### config.mk
export PLATFORM = sky130hd
export DESIGN_NAME = uart_oversampled_receiver
export DESIGN_NICKNAME = d
export VERILOG_FILES = /design/src/rtl/uart_oversampled_receiver.sv
export SDC_FILE = /design/constraint.sdc
export NUM_CORES = 1
export LEC_CHECK = 0
export ABC_AREA = 0
export ABC_CLOCK_PERIOD_IN_PS = 3900
export CAP_MARGIN = 20
export CORE_UTILIZATION = 60
export CTS_CLUSTER_SIZE = 12
export DETAILED_ROUTE_END_ITERATION = 10
export PLACE_DENSITY = 0.9
export SLEW_MARGIN = 5
export SYNTH_ARGS = -nofsm -noshare
export SYNTH_HDL_FRONTEND = slang
export SYNTH_SLANG_ARGS = --single-unit
### constraint.sdc
create_clock -name clk -period 3.9 [get_ports clk]
set_input_delay 0.78 -clock clk [delete_from_list [all_inputs] [get_ports clk]]
set_output_delay 0.78 -clock clk [all_outputs]
set_load 0.02 [all_outputs]
### src/rtl/uart_oversampled_receiver.sv
// ============================================================================
// uart_oversampled_receiver
//   8-bit UART receiver, 16x oversampled, majority vote, parity and stop check.
//   Revision: 1.0
// ============================================================================
`default_nettype none

module uart_oversampled_receiver #(
    parameter int CLK_DIV    = 27,
    parameter bit PARITY_ODD = 1'b0
) (
    input  logic       clk,
    input  logic       rst_n,
    input  logic       rx_in,
    input  logic       rx_ack,
    output logic [7:0] rx_data,
    output logic       rx_valid,
    output logic       parity_error,
    output logic       stop_error,
    output logic       overrun,
    output logic       busy
);

    typedef enum logic [2:0] {
        S_IDLE   = 3'd0,
        S_START  = 3'd1,
        S_DATA   = 3'd2,
        S_PARITY = 3'd3,
        S_STOP   = 3'd4
    } state_t;

    localparam logic [15:0] TICK_LAST = 16'(CLK_DIV - 1);
    // sample_idx holds the index already reached; the tick taken while it
    // equals N-1 is the sample at index N (entry into START is index 0).
    localparam logic [3:0]  IDX_S7    = 4'd6;
    localparam logic [3:0]  IDX_S8    = 4'd7;
    localparam logic [3:0]  IDX_S9    = 4'd8;
    localparam logic [3:0]  IDX_LAST  = 4'd15;

    state_t      state;
    logic        sync1;
    logic        sync2;
    logic [15:0] tick_cnt;
    logic [3:0]  sample_idx;
    logic [2:0]  bit_cnt;
    logic [7:0]  shift_reg;
    logic        s7;
    logic        s8;
    logic        par_err_r;
    logic        tick;
    logic        vote;

    assign tick = (state != S_IDLE) && (tick_cnt == TICK_LAST);
    assign vote = (s7 & s8) | (s7 & sync2) | (s8 & sync2);
    assign busy = (state != S_IDLE);

    always_ff @(posedge clk or negedge rst_n) begin
        if (!rst_n) begin
            state        <= S_IDLE;
            sync1        <= 1'b1;
            sync2        <= 1'b1;
            tick_cnt     <= 16'd0;
            sample_idx   <= 4'd0;
            bit_cnt      <= 3'd0;
            shift_reg    <= 8'h00;
            s7           <= 1'b1;
            s8           <= 1'b1;
            par_err_r    <= 1'b0;
            rx_data      <= 8'h00;
            rx_valid     <= 1'b0;
            parity_error <= 1'b0;
            stop_error   <= 1'b0;
            overrun      <= 1'b0;
        end else begin
            sync1 <= rx_in;
            sync2 <= sync1;

            if (state == S_IDLE || tick) begin
                tick_cnt <= 16'd0;
            end else begin
                tick_cnt <= tick_cnt + 16'd1;
            end

            // Plain acknowledge; a frame update below takes precedence.
            if (rx_ack && rx_valid) begin
                rx_valid <= 1'b0;
                overrun  <= 1'b0;
            end

            case (state)
                S_IDLE: begin
                    if (!sync2) begin
                        state      <= S_START;
                        sample_idx <= 4'd0;
                        bit_cnt    <= 3'd0;
                    end
                end
                default: begin
                    if (tick) begin
                        sample_idx <= sample_idx + 4'd1;
                        if (sample_idx == IDX_S7) s7 <= sync2;
                        if (sample_idx == IDX_S8) s8 <= sync2;

                        if (sample_idx == IDX_S9) begin
                            case (state)
                                S_START: begin
                                    if (vote) state <= S_IDLE;
                                end
                                S_DATA: begin
                                    shift_reg <= {vote, shift_reg[7:1]};
                                end
                                S_PARITY: begin
                                    par_err_r <= vote != ((^shift_reg) ^ PARITY_ODD);
                                end
                                S_STOP: begin
                                    rx_data      <= shift_reg;
                                    parity_error <= par_err_r;
                                    stop_error   <= ~vote;
                                    rx_valid     <= 1'b1;
                                    overrun      <= rx_valid && !rx_ack;
                                    state        <= S_IDLE;
                                end
                                default: ;
                            endcase
                        end

                        if (sample_idx == IDX_LAST) begin
                            case (state)
                                S_START:  state <= S_DATA;
                                S_DATA: begin
                                    bit_cnt <= bit_cnt + 3'd1;
                                    if (bit_cnt == 3'd7) state <= S_PARITY;
                                end
                                S_PARITY: state <= S_STOP;
                                default: ;
                            endcase
                        end
                    end
                end
            endcase
        end
    end

endmodule

`default_nettype wire

Yosys cells after proc, flatten, opt, wreduce, memory -nomap -nowiden --
Cells that the tools add are included.
Cells by class: add/sub/neg operators 3, equality and inequality tests 12, multiplexer cells 28, bitwise operators 7, reduce and logical (&&, ||, !) cells 18
Operator list (number):
- $mux W3 | 12
- $add A16 B1 Y16 const B | 1
- $eq A16 B5 Y1 const B | 1
- $mux W16 | 1
- $reduce_and A4 Y1 | 4
- $mux W4 | 3
- $mux W1 | 10
- $pmux W3 S3 | 1
- $eq A4 B3 Y1 const B | 2
- $eq A4 B4 Y1 const B | 2
- $reduce_xor A8 Y1 | 1
- $eq A3 B2 Y1 const B | 2
- $eq A3 B3 Y1 const B | 2
- $pmux W3 S2 | 1
- $reduce_and A3 Y1 | 2
- $reduce_bool A2 Y1 | 3
- $add A4 B1 Y4 const B | 1
- $add A3 B1 Y3 const B | 1
- $and A1 B1 Y1 | 3
- $eq A3 B1 Y1 const B | 1
- $logic_and A1 B1 Y1 | 3
- $logic_not A3 Y1 | 1
- $reduce_bool A3 Y1 | 1
- $ne A2 B2 Y1 const B | 1
- other kinds (6) | 8
Storage, ports and cells: flip-flop bits (word level) 51, input port bits 4, output and inout bits 13, word-level logic and storage cells 83

Depth between registers and ports, before layout --
word-level depth 11, gate-level depth with buffers 7, depth with buffers taken out 6

Worst setup path after synthesis --
Ideal clock, no wire load.
kind register to register, from register sample_idx[0], to register shift_reg[0], library setup time 0.125 ns, arrival 1.681 ns, required time 3.775 ns, path slack 2.094 ns, cell stages (with the launch flop) 7, path buffers 0, clock period less this slack 1.806 ns, cells stage by stage dfrtp_1 inv_1 ha_1 nand2_1 or4_1 nor2_4 mux2_2
On the way: cells in the longest elaborated chain, start to end 2
RTL lines:
- from (decl) | RTL line 44 | logic [3:0] sample_idx;
- from (signal assigned) | RTL line 100 | sample_idx <= sample_idx + 4'd1;
- $eq A4 B4 Y1 | RTL line 104 | if (sample_idx == IDX_S9) begin
- $reduce_and A4 Y1 (no source line)
- to (signal assigned) | RTL line 110 | shift_reg <= {vote, shift_reg[7:1]};
- to (decl) | RTL line 46 | logic [7:0] shift_reg;
Every way passes these cells. A chain may end at the register's enable or synchronous reset.

Worst setup path after layout --
from register state[0], to output busy
On the way: cells in the longest elaborated chain, start to end 1
RTL lines:
- from (decl) | RTL line 40 | state_t state;
- from (signal assigned) | RTL line 59 | state <= S_IDLE;
- from (signal assigned) | RTL line 93 | state <= S_START;
- from (signal assigned) | RTL line 107 | if (vote) state <= S_IDLE;
- $reduce_bool A3 Y1 | RTL line 55 | assign busy = (state != S_IDLE);
- to (decl) | RTL line 21 | output logic busy
Every way passes these cells.

==> impl_metrics.json <==
{
  "status": "finished, final reports clean",
  "hpwl_mm": 3.250,
  "fin_area_um2": 2884,
  "largest_reg_flops": 16,
  "synth_top_area_share": 0.4568,
  "clk_pin_slew_ns": 0.09,
  "dpl_worst_slack_ns": 1.652,
  "die_y_um": 67.51,
  "drtPass1Iterations": 4,
  "synth_simple_gate_area_share": 0.1958,
  "synth_largest_area_cell": "dfrtp_1",
  "synth_top_family_by_area": "simple AND/OR/NAND/NOR gates",
  "yosys.cell_types.count": 52,
  "syn_to_final_growth_pct": 12.00,
  "cellPowerDensity_nw_per_um2": 323.8,
  "nets": 248,
  "grt_max_degree": 33,
  "yosys-top-cells-count": "dfrtp_1, nand2_1, mux2_2, nor2_1, xnor2_1",
  "p_comb_frac": 0.014,
  "antenna_left": 0,
  "antenna_found_initial": 0,
  "fin_cells": 288,
  "pin_count": 17,
  "crit_fanout": 7,
  "reg2reg_slack_ns": 1.93,
  "crit_arrival_ns": 1.80,
  "avgSynthCellArea_um2": 11.76,
  "clock_skew_ns": 0.007167,
  "fin_setup_tns_ns": 0,
  "grt_overflow": 0,
  "numPortBuffers": 16,
  "synth_compound_area_frac": 0.07386,
  "yosysWarnings": 0,
  "setup_slack_ns": 1.323,
  "syn_inst": 219,
  "numCtsBuffers": 5,
  "dr.first_iter.drc_count": 117,
  "synth_area_um2": 2575,
  "period_share": 0.6607,
  "power.internal_mw": 0.7443,
  "num_vias": 1696,
  "die_x_um": 67.51,
  "cts_tree": "yes",
  "rsz0062_at_grt": "false",
  "grt_usage": 0.2372,
  "synth_fp_nets": 230,
  "end_kind": "primary output",
  "grt_pass1_vias": 1587,
  "die_area_um2": 4558,
  "dpl_cell_area_um2": 2763,
  "p_total_mw": 0.9337,
  "cts-root-buf": "clkbuf_8",
  "h-tree-depth": 2,
  "wl_per_cell_um": 16.09,
  "cts_hold_buf": 0,
  "ys_ff_latch": 51,
  "clockBufferDepth": 2,
  "p_sw_mw": 0.1895,
  "hp-class": "flip-flop to flip-flop",
  "synthFlopType": "dfrtp_1",
  "async_reset_ff_frac": 1.000,
  "grt_pass1_wl_mm": 7.797,
  "worstSetupPathType": "flip-flop to primary output",
  "dp_cells": 280,
  "initial_core_util": 0.6346,
  "finalWirelength_mm": 4.633,
  "coreArea_um2": 4058,
  "synthMuxAreaShare": 0.1040,
  "viasPerCell": 5.889,
  "gp_congestion": 0.8521,
  "post_cts_buffers": 0,
  "worstPathRequired_ns": 3.12,
  "drc": 0,
  "peakVddDrop_mv": 0.3322,
  "p_clk_frac": 0.417,
  "clock_sinks": 51,
  "maxCapViolCount": 0,
  "ctsResizeCount": 0,
  "power.share.sequential": 0.569,
  "fmax_ghz": 0.3881,
  "yosysSeqAreaShare": 0.4976,
  "period_needed_ns": 2.577,
  "diodes": 0,
  "ys_top_cells_by_area": "dfrtp_1, mux2_2, dfstp_2",
  "timing.final.max_slew_violations": 0,
  "rows": 23,
  "relSlewSlack": 0.5224,
  "insertion_delay_ns": 0.31,
  "switching_share": 0.2029,
  "layout-drive-gt1-share": 0.1975,
  "final-hold-violation-count": 0,
  "yosysMostFrequentCell": "dfrtp_1",
  "worstMarginPinSlew_ns": 0.7163,
  "finalSetupViolations": 0,
  "synth_fa_ha_area_frac": 0.03790,
  "critPathLaunchType": "flip-flop",
  "synth_xor_area_frac": 0.06317,
  "synth_edf_count": 0,
  "p_leak_nw": 1.284
}
-- per-layer routing --
layer,GRT usage,part of all wire
met2,0.3453,0.47
met3,0.05068,0.035
met1,0.3525,0.48
met4,0.07181,0.013
met5,0,0
-- path summary, 6_finish.rpt --
check                                    from            end  cells past startpoint
worst max register to register  sample_idx[0]   shift_reg[0]                      6
min in group asynchronous               rst_n  sample_idx[2]                      1
worst min register to register          sync1          sync2                      0
max in group asynchronous               rst_n       rx_valid                      2
worst max-delay path                 state[0]           busy                      2
worst min-delay path                    sync1          sync2                      0
-- placed cells by master, fill, tap and decap left out, types with 2 or more instances in the layout --
master,count
o21ai_0,7
a21oi_1,8
mux2_4,6
mux2i_1,2
nand3_1,7
nor4_4,3
inv_1,9
xor2_1,6
or2_1,2
or4_1,6
nor2_1,14
dfstp_2,4
nand4_1,3
mux2_2,14
xnor2_1,10
ha_1,7
a22o_1,2
nand2_1,15
nor3_1,2
o21ai_1,2
clkdlybuf4s50_1,15
and3_1,2
nor4_2,2
dfrtp_1,47
o31ai_1,4
or3_1,5
nor4_1,3
clkbuf_8,6
-- cells by family after synthesis --
logic type               Yosys count
buffers and inverters             15
adder cells (fa/ha/maj)            8
flip-flops                        51
AO/OA/AOI/OAI                     30
multiplexers                      22
AND/OR/NAND/NOR                   76
XOR/XNOR                          17
-- final cells by class --
class                      instances  area (µm²)
sequential                        51        1281
multi-input combinational        153        1222
fill                             280        1174
timing repair buffer              17       162.7
clock buffer                       6       82.58
tap                               50       62.56
clock inverter                     2       38.79
inverter                           9       33.78
-- critical path: stages, from the launching register on --
cell and delay (ns):
dfrtp_1 0.48, or3_1 0.45, clkdlybuf4s50_1 0.57
-- through the flow --
stage                     utilization  hold WS [ns]
after global placement         0.6809        0.3458
final                          0.7108        0.3606
after detailed placement       0.6809        0.3472
after CTS                      0.7108        0.3616
after floorplan                     -        0.3452
after global routing           0.7108        0.3697
-- power by group through the flow --
stage / combinational, mW / clock (mW) / sequential (mW)
after CTS: 0.0140 / 0.398 / 0.531
after global routing: 0.0157 / 0.416 / 0.532
after detailed placement: 0.0139 / 0 / 0.542
after floorplan: 0.0000258 / 0 / 0.541
after global placement: 0.0136 / 0 / 0.541
final: 0.0130 / 0.389 / 0.531
No activity file was read; power rests on OpenSTA's default activity.
